`src/rtl/mem_req_arbiter.sv`:
```
// mem_req_arbiter
//   Two-port request arbiter and queue feeding a single-outstanding memory
//   interface controller. Each port owns an in-order request FIFO; the FSM
//   round-robins between non-empty FIFOs, issues one request downstream, waits
//   for its completion and routes the completion back to the issuing port.
//
// Ports
//   clk, rst                 clock, synchronous active-high reset
//   pN_req_valid/ready       port N request handshake (ready is registered)
//   pN_req_addr/wdata/we/be  port N request fields
//   pN_resp_valid            one-cycle completion pulse to port N
//   pN_resp_rdata/err        completion data and error flag for port N
//   dn_req_valid/ready       request handshake to the memory controller
//   dn_req_addr/wdata/we/be  head entry of the granted FIFO
//   dn_resp_valid/rdata/err  completion from the memory controller
//   busy                     FSM not idle or any FIFO holds entries
//   protocol_err             sticky: completion arrived with nothing outstanding
//
// FSM states
//   state     | meaning
//   S_IDLE    | nothing outstanding; arbitrate when any FIFO is non-empty
//   S_ISSUE   | present owner FIFO head downstream until accepted
//   S_WAIT    | request accepted; wait for its completion

module mem_req_arbiter #(
    parameter int ADDR_WIDTH = 32,
    parameter int DATA_WIDTH = 32,
    parameter int FIFO_DEPTH = 4
) (
    input  logic                    clk,
    input  logic                    rst,

    input  logic                    p0_req_valid,
    output logic                    p0_req_ready,
    input  logic [ADDR_WIDTH-1:0]   p0_req_addr,
    input  logic [DATA_WIDTH-1:0]   p0_req_wdata,
    input  logic                    p0_req_we,
    input  logic [DATA_WIDTH/8-1:0] p0_req_be,
    output logic                    p0_resp_valid,
    output logic [DATA_WIDTH-1:0]   p0_resp_rdata,
    output logic                    p0_resp_err,

    input  logic                    p1_req_valid,
    output logic                    p1_req_ready,
    input  logic [ADDR_WIDTH-1:0]   p1_req_addr,
    input  logic [DATA_WIDTH-1:0]   p1_req_wdata,
    input  logic                    p1_req_we,
    input  logic [DATA_WIDTH/8-1:0] p1_req_be,
    output logic                    p1_resp_valid,
    output logic [DATA_WIDTH-1:0]   p1_resp_rdata,
    output logic                    p1_resp_err,

    output logic                    dn_req_valid,
    input  logic                    dn_req_ready,
    output logic [ADDR_WIDTH-1:0]   dn_req_addr,
    output logic [DATA_WIDTH-1:0]   dn_req_wdata,
    output logic                    dn_req_we,
    output logic [DATA_WIDTH/8-1:0] dn_req_be,
    input  logic                    dn_resp_valid,
    input  logic [DATA_WIDTH-1:0]   dn_resp_rdata,
    input  logic                    dn_resp_err,

    output logic                    busy,
    output logic                    protocol_err
);

    localparam int BE_W = DATA_WIDTH / 8;
    localparam int PW   = $clog2(FIFO_DEPTH);
    localparam int CW   = PW + 1;
    localparam int EW   = ADDR_WIDTH + DATA_WIDTH + 1 + BE_W;

    typedef enum logic [1:0] {
        S_IDLE  = 2'd0,
        S_ISSUE = 2'd1,
        S_WAIT  = 2'd2
    } state_t;

    state_t                state_q;
    logic                  owner_q;
    logic                  last_grant_q;
    logic                  grant;

    logic [EW-1:0]         mem_q      [2][FIFO_DEPTH];
    logic [PW-1:0]         wr_ptr_q   [2];
    logic [PW-1:0]         rd_ptr_q   [2];
    logic [CW-1:0]         cnt_q      [2];
    logic [CW-1:0]         cnt_d      [2];
    logic [1:0]            ready_q;
    logic [1:0]            push;
    logic [1:0]            pop;
    logic [1:0]            not_empty;
    logic [EW-1:0]         wr_entry   [2];
    logic [EW-1:0]         head_entry;

    logic [1:0]            resp_valid_q;
    logic [DATA_WIDTH-1:0] resp_rdata_q [2];
    logic [1:0]            resp_err_q;
    logic                  protocol_err_q;

    assign wr_entry[0] = {p0_req_addr, p0_req_wdata, p0_req_we, p0_req_be};
    assign wr_entry[1] = {p1_req_addr, p1_req_wdata, p1_req_we, p1_req_be};

    always_comb begin
        push = {p1_req_valid & ready_q[1], p0_req_valid & ready_q[0]};
        pop  = 2'b00;
        if (state_q == S_ISSUE && dn_req_ready) begin
            pop[owner_q] = 1'b1;
        end
        for (int n = 0; n < 2; n++) begin
            not_empty[n] = (cnt_q[n] != '0);
            cnt_d[n]     = cnt_q[n];
            if (push[n] && !pop[n]) begin
                cnt_d[n] = cnt_q[n] + 1'b1;
            end else if (!push[n] && pop[n]) begin
                cnt_d[n] = cnt_q[n] - 1'b1;
            end
        end
    end

    // Round-robin: a lone requester always wins; on contention the port that
    // did not win last time goes next.
    always_comb begin
        grant = 1'b0;
        if (not_empty[0] && not_empty[1]) begin
            grant = ~last_grant_q;
        end else begin
            grant = not_empty[1];
        end
    end

    // Storage carries no reset; occupancy and pointers define validity.
    always_ff @(posedge clk) begin
        for (int n = 0; n < 2; n++) begin
            if (push[n]) begin
                mem_q[n][wr_ptr_q[n]] <= wr_entry[n];
            end
        end
    end

    always_ff @(posedge clk) begin
        if (rst) begin
            for (int n = 0; n < 2; n++) begin
                wr_ptr_q[n] <= '0;
                rd_ptr_q[n] <= '0;
                cnt_q[n]    <= '0;
            end
            ready_q <= 2'b00;
        end else begin
            for (int n = 0; n < 2; n++) begin
                if (push[n]) begin
                    wr_ptr_q[n] <= wr_ptr_q[n] + 1'b1;
                end
                if (pop[n]) begin
                    rd_ptr_q[n] <= rd_ptr_q[n] + 1'b1;
                end
                cnt_q[n]   <= cnt_d[n];
                ready_q[n] <= (cnt_d[n] < CW'(FIFO_DEPTH));
            end
        end
    end

    always_ff @(posedge clk) begin
        if (rst) begin
            state_q         <= S_IDLE;
            owner_q         <= 1'b0;
            last_grant_q    <= 1'b1;
            resp_valid_q    <= 2'b00;
            resp_rdata_q[0] <= '0;
            resp_rdata_q[1] <= '0;
            resp_err_q      <= 2'b00;
            protocol_err_q  <= 1'b0;
        end else begin
            resp_valid_q <= 2'b00;
            // A completion with nothing outstanding is dropped but remembered.
            if (dn_resp_valid && state_q != S_WAIT) begin
                protocol_err_q <= 1'b1;
            end
            unique case (state_q)
                S_IDLE: begin
                    if (|not_empty) begin
                        owner_q      <= grant;
                        last_grant_q <= grant;
                        state_q      <= S_ISSUE;
                    end
                end
                S_ISSUE: begin
                    if (dn_req_ready) begin
                        state_q <= S_WAIT;
                    end
                end
                S_WAIT: begin
                    if (dn_resp_valid) begin
                        resp_valid_q[owner_q] <= 1'b1;
                        resp_rdata_q[owner_q] <= dn_resp_rdata;
                        resp_err_q[owner_q]   <= dn_resp_err;
                        state_q               <= S_IDLE;
                    end
                end
                default: state_q <= S_IDLE;
            endcase
        end
    end

    // Head stays put until the pop, so the downstream fields are stable
    // for as long as dn_req_valid is held without ready.
    assign head_entry = mem_q[owner_q][rd_ptr_q[owner_q]];
    assign {dn_req_addr, dn_req_wdata, dn_req_we, dn_req_be} = head_entry;
    assign dn_req_valid = (state_q == S_ISSUE);

    assign p0_req_ready  = ready_q[0];
    assign p1_req_ready  = ready_q[1];
    assign p0_resp_valid = resp_valid_q[0];
    assign p1_resp_valid = resp_valid_q[1];
    assign p0_resp_rdata = resp_rdata_q[0];
    assign p1_resp_rdata = resp_rdata_q[1];
    assign p0_resp_err   = resp_err_q[0];
    assign p1_resp_err   = resp_err_q[1];

    assign busy         = (state_q != S_IDLE) || (|not_empty);
    assign protocol_err = protocol_err_q;

endmodule

```
`config.mk`:
```
export PLATFORM = sky130hd
export DESIGN_NAME = mem_req_arbiter
export DESIGN_NICKNAME = d
export VERILOG_FILES = /design/src/rtl/mem_req_arbiter.sv
export SDC_FILE = /design/constraint.sdc
export NUM_CORES = 1
export LEC_CHECK = 0
export CORE_MARGIN = 5
export CORE_UTILIZATION = 45
export CTS_CLUSTER_SIZE = 20
export DETAILED_ROUTE_END_ITERATION = 6
export GPL_ROUTABILITY_DRIVEN = 0
export PLACE_DENSITY = 0.76
export SYNTH_ARGS = -nofsm -noshare
export SYNTH_HDL_FRONTEND = slang
export SYNTH_SLANG_ARGS = --single-unit
```
`constraint.sdc`:
```
create_clock -name clk -period 3.7 [get_ports clk]
set_input_delay 0.37 -clock clk [delete_from_list [all_inputs] [get_ports clk]]
set_output_delay 0.37 -clock clk [all_outputs]
set_load 0.05 [all_outputs]
```
After elaboration in Yosys (flattened, before gate mapping)
Memories as Yosys holds them, arrays and structs flattened. A register that Yosys moved wholly into a read port is not among the register bits. Cells that the tools add are included.

Memories: 5. Output and inout bits: 142. Logic and storage cells: 128. Input port bits: 177. Register bits: 11. Bits in writable memories: 630.

Memory list: mem_q (depth 2, width 276, read ports 1, clocked after memory_dff 1, write ports 2, line 83) `logic [EW-1:0] mem_q [2][FIFO_DEPTH];`; resp_rdata_q (depth 2, width 32, read ports 2, clocked after memory_dff 0, write ports 2, line 96) `logic [DATA_WIDTH-1:0] resp_rdata_q [2];`; cnt_q (depth 2, width 3, read ports 2, clocked after memory_dff 0, write ports 2, line 86) `logic [CW-1:0] cnt_q [2];`; rd_ptr_q (depth 2, width 2, read ports 3, clocked after memory_dff 1, write ports 2, line 85) `logic [PW-1:0] rd_ptr_q [2];`; wr_ptr_q (depth 2, width 2, read ports 2, clocked after memory_dff 0, write ports 2, line 84) `logic [PW-1:0] wr_ptr_q [2];`.

Reductions and logical operators: 25. Equal/unequal tests: 6. Order comparisons: 9. Mux-type cells: 54. Bitwise gates (word level): 14. Add/sub/neg operators: 8.

Operators with widths (count): 2-to-1 mux 276 bit (2); demux 69 bit (select 2 bit) (2); 2-to-1 mux 69 bit (4); binary-select mux 69 bit (select 2 bit) (1); 2-to-1 mux 32 bit (1); OR reduction 32 bit (1); 2-to-1 mux 1 bit (27); 2-to-1 mux 3 bit (6); 2-to-1 mux 2 bit (8); logical AND 1 bit (10); greater-or-equal comparator 3 bit, second input constant (3); inverter 2 -> 3 bit (3); adder 2 x 1 -> 2 bit, second input constant (4); adder 3 x 1 -> 3 bit, second input constant (2); less-than comparator 3 x 1 -> 1 bit, second input constant (2); less-than comparator 3 bit, second input constant (2); != test 2 bit, second input constant (3); bitwise OR 1 bit (6); case mux 2 bit (3 select lines) (1); nonzero test 3 bit (2); subtractor 3 x 1 -> 3 bit, second input constant (2); zero test 1 bit (4); AND reduction 2 bit (2); inverter 1 bit (3); 14 further kinds (15).

Logic depth before layout (Yosys ltp)
Gate-level depths: netlist of run 1.

Depth after elaboration: 9. Depth in mapped cells: 7. Depth with buffers taken out: 7.

Least setup slack after synthesis of run 1
OpenSTA, ideal clock, no wires.

Path kind: reg-to-reg. Start point: register ready_q[0]. End point: memory mem_q[0][0] (netlist name) (enable). Buffers on the path: 0. Period minus slack after synthesis: 2.865 ns. Slack: 0.835 ns. Stages on the path, launching flop included: 2. Data arrival time: 2.430 ns. Library setup time: 0.435 ns. Required time: 3.265 ns. Path through: dfxtp_1 and3_1.

RTL lines: start, declared (line 88) `logic [1:0] ready_q;`; start signal, assigned by index (line 157) `ready_q[n] <= (cnt_d[n] < CW'(FIFO_DEPTH));`; end, declared (line 83).

==> impl_metrics.tcl, run 1 <==
set metrics [dict create \
    finalHoldWorstSlack_ns 0.408 \
    p_per_area_nw_per_um2 553 \
    ys_ff_latch 642 \
    yosysUniqueCellTypes 35 \
    syn_nets 1503 \
    p_sw_mw 4.43 \
    slew_headroom_pct 46.0 \
    drt_first_iter_violations 807 \
    firstDrtPassIters 6 \
    via_per_inst 5.22 \
    num_vias 12900 \
    syn_area_sq_um 25300 \
    pwr-share-clk_pct 36.5 \
    dieArea_sq_um 61000 \
    worst-endpoint-arrival_ns 2.77 \
    postSynthAreaPerCell_sq_um 19.3 \
    holdPathEnd "mem_q[1][170]" \
    skew_ns 0.0177 \
    cts_buffer_depth 3 \
    fp.dieW_microns 247 \
    cts.reportedPaths.clkPinSlew_ns 0.06 \
    synth.largest_area_cell "edfxtp_1" \
    met2_usage_pct 30.9 \
    ir_worst_vdd_uv 409 \
    routedWlPerCell_microns 22.8 \
    layout-drive-gt1-share_pct 16.4 \
    internal_power_mw 13.5 \
    grt.total_usage_pct 18.3 \
    crit_fanout 48 \
    grt_pass1_vias 13900 \
    worstSkewPairLatency_ns 0.59 \
    cap_violations 0 \
    ios 319 \
    ys_seq_area_share_pct 75.5 \
    slew_viol_final 0 \
    post_cts_buffers 0 \
    comb_power_share_pct 17.0 \
    hpwl_mm 35.1 \
    grt_setup_unrepaired "false" \
    ff2ff_setup_slack_ns 1.62 \
    hold_depth 1 \
    timing.rr.start "wr_ptr_q[0][0]" \
    die_h_microns 247 \
    p_sw_share_pct 24.8 \
    gr-usage-met3_pct 6.39 \
    drc 0 \
    finalNetCount 1861 \
    ctsResizeCount 0 \
    syn2layout_area_growth_pct 28.0 \
    tightest_slew_ns 0.810 \
    use_met1_pct 22.6 \
    critPathKind "flop to output port" \
    holdBufCountCts 0 \
    synth_warnings 0 \
    reg2reg_depth 4 \
    period_share_pct 84.8 \
    p_leak_nw 11.4 \
    max_freq_ghz 0.319 \
    grt_busiest_layer "met2" \
    seqPwrFrac_pct 46.4 \
    cts_tree "done" \
    coreArea_sq_um 55400 \
    grt_max_degree 70 \
    grt_pass1_wl_mm 83.6 \
    holdCritPathClass "input pin to flop" \
    endpoint_kind "output port" \
    async_flop_share_pct 0 \
    hold_viol_final 0 \
    yosys_most_used_dff "edfxtp_1" \
    row_count 86 \
    start_util_pct 45.6 \
    antenna_found_initial 14 \
    cts_root_buf "clkbuf_16" \
    nFillCells 3979 \
    setup_viol 0 \
    fin_crit_ns 3.14 \
    netlist_top_cells_area "edfxtp_1, mux2i_1, mux4_2, and2_1, dfxtp_1" \
    gr-total-overflow 0 \
    portBuffers 318 \
    cts.sinks 642 \
    wl_mm 56.3 \
    h-tree-depth 3 \
    worstReg2RegEnd "mem_q[0][235]" \
    syn_inst 1308 \
    fin_tns_setup_ns 0 \
    drtAntennaViolNets 0 \
    outcome "complete, no violations" \
    numCtsBuffers 68 \
    startpoint_type "flop" \
    cp_data_required_time_ns 3.33 \
    synth_edf_count 624 \
    holdCritStartpoint "p1_req_wdata[27]" \
    synth_top_cell_area_share_pct 74.1 \
]
==> flip-flops by register name, indices dropped and copies added (netlist names), named ones only <==
name / count
mem_q: 552
resp_rdata_q: 64
cnt_q: 4
rd_ptr_q: 4
wr_ptr_q: 4
ready_q: 2
resp_err_q: 2
resp_valid_q: 2
state_q: 2
last_grant_q: 1
owner_q: 1
protocol_err: 1
==> area by class of cell <==
class | count | area (sq um) | area share [%]
Timing Repair Buffer | 345 | 4240 | 13.1
Inverter | 83 | 312 | 0.963
Clock buffer | 83 | 1860 | 5.75
Clock inverter | 39 | 297 | 0.916
Multi-Input combinational cell | 526 | 5610 | 17.3
Antenna cell | 3 | 7.51 | 0.0232
Tap cell | 748 | 936 | 2.89
Sequential cell | 642 | 19100 | 59.0
==> layout by cell type (no fill, tap or decap), types with 3 or more instances in the layout <==
cell type / n
a211oi_1: 4
a21oi_1: 11
and2_1: 68
and3_4: 8
buf_12: 82
buf_4: 14
bufinv_16: 4
clkbuf_1: 8
clkbuf_16: 71
clkbuf_8: 4
clkdlybuf4s50_1: 249
clkinv_1: 13
clkinv_2: 16
clkinvlp_4: 4
dfxtp_1: 17
diode_2: 3
edfxtp_1: 624
ha_1: 18
inv_1: 83
mux2i_1: 278
mux4_2: 69
nand2_1: 7
nand2b_1: 8
nor2_1: 16
nor2b_1: 4
nor3b_1: 4
o21ai_0: 6
or2_2: 4
or3_1: 3
==> power groups by stage <==
stage	Sequential (mW)	Combinational [mW]	Clock [mW]
2_1_floorplan	8.57	1.54	0
3_3_place_gp	8.44	3.04	0
3_5_place_dp	8.46	3.08	0
4_1_cts	8.31	3.09	6.69
5_1_grt	8.32	3.20	6.99
6_report	8.30	3.05	6.53
==> per-layer routing <==
| layer | wire length, microns | share of wire, % |
|---|---|---|
| met1 | 22100 | 39 |
| met2 | 28000 | 50 |
| met3 | 4900 | 8.7 |
| met4 | 1190 | 2.1 |
| met5 | 116 | 0.21 |
==> cells by family (layout without fill, tap and decap cells) <==
logic type | Yosys count | in the layout | synth area share, %
buffers and inverters | 140 | 550 | 2.53
multiplexers | 348 | 348 | 17.2
XOR/XNOR | 2 | 2 | 0.0693
AND/OR/NAND/NOR | 130 | 130 | 3.07
other | 0 | 3 | 0
flip-flops | 642 | 642 | 75.5
AO/OA/AOI/OAI | 28 | 28 | 0.683
adder cells (fa/ha/maj) | 18 | 18 | 0.891
==> synth_stat cells (6+ instances only) <==
cell / number
and3_1: 8
nand2b_1: 8
inv_1: 83
mux4_2: 69
clkbuf_1: 16
and2_1: 68
dfxtp_1: 18
edfxtp_1: 624
a21oi_1: 11
buf_2: 19
nand2_1: 7
buf_4: 20
o21ai_0: 6
mux2i_1: 278
ha_1: 18
nor2_1: 16
==> critical path, cell delays in order, from the launching register on <==
cell,delay [ns]
edfxtp_1,0.76
buf_12,0.39
mux2i_1,0.17
mux4_2,0.50
inv_1,0.13
buf_12,0.15
==> per-stage QoR <==
step	std cells	setup WS [ns]	total power [mW]	area, sq um	utilization [%]
2_1_floorplan	1308	0.835	10.1	25300	-
3_3_place_gp	2344	1.17	11.5	30200	54.5
3_5_place_dp	2344	1.16	11.5	30200	54.5
4_1_cts	2466	0.514	18.1	32400	58.4
5_1_grt	2467	0.459	18.5	32400	58.4
6_report	2469	0.561	17.9	32400	58.4
==> how the worst max path moves through the flow <==
| stage | from | end | depth (start not counted) |
|---|---|---|---|
| 3_3_place_gp | rd_ptr_q[1][0] | dn_req_wdata[11] | 5 |
| 2_1_floorplan | ready_q[0] | mem_q[0][0] | 1 |
| 5_1_grt | rd_ptr_q[0][1] | dn_req_wdata[18] | 5 |
| 3_5_place_dp | rd_ptr_q[0][0] | dn_req_wdata[23] | 5 |
| 4_1_cts | rd_ptr_q[0][1] | dn_req_wdata[23] | 5 |
| 6_report | rd_ptr_q[1][0] | dn_req_wdata[12] | 5 |
Note: power is estimated with default switching activity, not from simulation.
==> run 2: changes to the inputs <==
clock period = 3.1 ns   (was 3.7 ns; I/O delays follow)
==> run 2 against run 1 <==
Sequential cell count unchanged. Final area about the same. Clock skew is 0.00088 ns lower. Total power grew 17%. Via count increased by 0.29%. Die area unchanged. Setup slack worse by 0.43 ns. Register-to-register slack worse by 0.51 ns. Sequential share of layout area barely moved. Global-route usage is 0.18 points lower. Clock power is 12% higher. Largest cell class unchanged. Highest routed layer unchanged.
==> impl_metrics.tcl, run 2 (synthesis gave the netlist of run 1 again) <==
set metrics [dict create \
    holdPathEnd "mem_q[1][5]" \
    outcome "complete, no violations" \
    wl_mm 55.7 \
    start_util_pct 45.6 \
    cts_buffer_depth 3 \
    tightest_slew_ns 0.736 \
    slew_headroom_pct 50.9 \
    fin_ws_ns 0.131 \
    endpoint_kind "output port" \
    post_cts_buffers 1 \
    final_cell_mix "edfxtp_1, mux2i_1, clkdlybuf4s50_1, buf_12, inv_1" \
    h-tree-depth 3 \
    firstDrtPassIters 5 \
    max_freq_ghz 0.337 \
    place_ws_ns 0.594 \
    cp_data_required_time_ns 2.79 \
    holdCritStartpoint "p1_req_wdata[0]" \
    cap_violations 0 \
    finalNetCount 1870 \
    layout_commonest_cell "edfxtp_1" \
    coreArea_sq_um 55400 \
    slew_viol_final 0 \
    antenna_found_initial 10 \
    p_per_area_nw_per_um2 646 \
    worstSkewPairLatency_ns 0.58 \
    grt_max_degree 85 \
    grt.total_usage_pct 18.2 \
    layout-drive-gt1-share_pct 15.9 \
    grt_pass1_vias 13700 \
    cts_tree "done" \
    syn2layout_area_growth_pct 27.9 \
    startpoint_type "flop" \
    hold_viol_final 0 \
    finalHoldWorstSlack_ns 0.344 \
    crit_fanout 84 \
    ir_worst_vdd_uv 358 \
    ff2ff_setup_slack_ns 1.11 \
    portBuffers 318 \
    die_h_microns 247 \
    fin_util_pct 58.4 \
    cts_root_buf "clkbuf_16" \
    drt_first_iter_violations 621 \
    timing.rr.start "state_q[0]" \
    skew_ns 0.0168 \
    p_leak_nw 11.4 \
    ios 319 \
    dieArea_sq_um 61000 \
    cts.sinks 642 \
    hold_depth 1 \
    cts.reportedPaths.clkPinSlew_ns 0.06 \
    via_per_inst 5.22 \
    reg2reg_depth 6 \
    drc 0 \
    row_count 86 \
    holdBufCountCts 0 \
    hpwl_mm 35.5 \
    gr-total-overflow 0 \
    setup_viol 0 \
    worst-endpoint-arrival_ns 2.66 \
    fin_crit_ns 2.97 \
    holdCritPathClass "input pin to flop" \
    grt_pass1_wl_mm 82.8 \
    routedWlPerCell_microns 22.5 \
    period_share_pct 95.8 \
    critPathKind "flop to output port" \
    worstReg2RegEnd "ready_q[1]" \
    largest_reg_flops 552 \
    numCtsBuffers 67 \
    drtAntennaViolNets 0 \
    ctsResizeCount 0 \
    num_vias 12900 \
    grt_setup_unrepaired "false" \
    fp.dieW_microns 247 \
    fin_tns_setup_ns 0 \
]
==> run 2: cell count changes in the layout (fill, tap and decap cells not counted), moves of 2 or more <==
cell and change:
clkinv_1 +5, clkbuf_1 +10, clkinv_2 -9, buf_12 +7
buf_4 +3, clkinvlp_4 -4, clkbuf_16 -3, clkbuf_8 -2
bufinv_16 -3
==> run 2: metal layers <==
| metal | track usage (%) | routed length, microns |
|---|---|---|
| met1 | 23.2 | 22300 |
| met2 | 30.0 | 27500 |
| met3 | 5.86 | 4690 |
| met4 | 5.33 | 1130 |
| met5 | 0 | 98 |
==> run 2: worst max path at each step <==
stage	startpoint	to	slack (ns)	depth (start not counted)
floorplan	ready_q[0]	mem_q[0][0]	0.24	1
global placement	rd_ptr_q[0][1]	dn_req_wdata[27]	0.63	5
detailed placement	rd_ptr_q[0][1]	dn_req_addr[21]	0.59	5
CTS	rd_ptr_q[0][0]	dn_req_wdata[3]	0.10	6
global route	rd_ptr_q[1][0]	dn_req_addr[10]	0.07	5
finish	rd_ptr_q[1][0]	dn_req_addr[10]	0.13	5
==> run 2: area by class of cell <==
| class | instances | area, sq um |
|---|---|---|
| Clock inverter | 31 | 195 |
| Tap cell | 748 | 936 |
| Multi-Input combinational cell | 526 | 5610 |
| Sequential cell | 642 | 19100 |
| Clock buffer | 88 | 1800 |
| Timing Repair Buffer | 355 | 4400 |
| Fill cell | 4030 | 23100 |
| Inverter | 83 | 312 |
| Antenna cell | 2 | 5.00 |
==> run 2: worst max-delay path: stages (launching register included) <==
cell and delay, ns:
edfxtp_1 0.45, buf_12 0.44, mux2i_1 0.21, mux4_2 0.49
inv_1 0.13, buf_12 0.15
==> run 2: power breakdown <==
group	leakage (nW)	internal (mW)	switching, mW	total (mW)
clock network	0.974	4.18	3.13	7.31
registers	5.91	9.81	0.0883	9.90
logic	4.52	1.68	2.01	3.68
==> run 2: metrics by stage <==
stage          instance area [sq um]  instances  power (mW)
3_5_place_dp                   30300       2353        13.8
2_1_floorplan                  25300       1308        12.1
6_report                       32400       2475        20.9
4_1_cts                        32300       2473        21.1
5_1_grt                        32400       2474        21.7
3_3_place_gp                   30300       2353        13.7
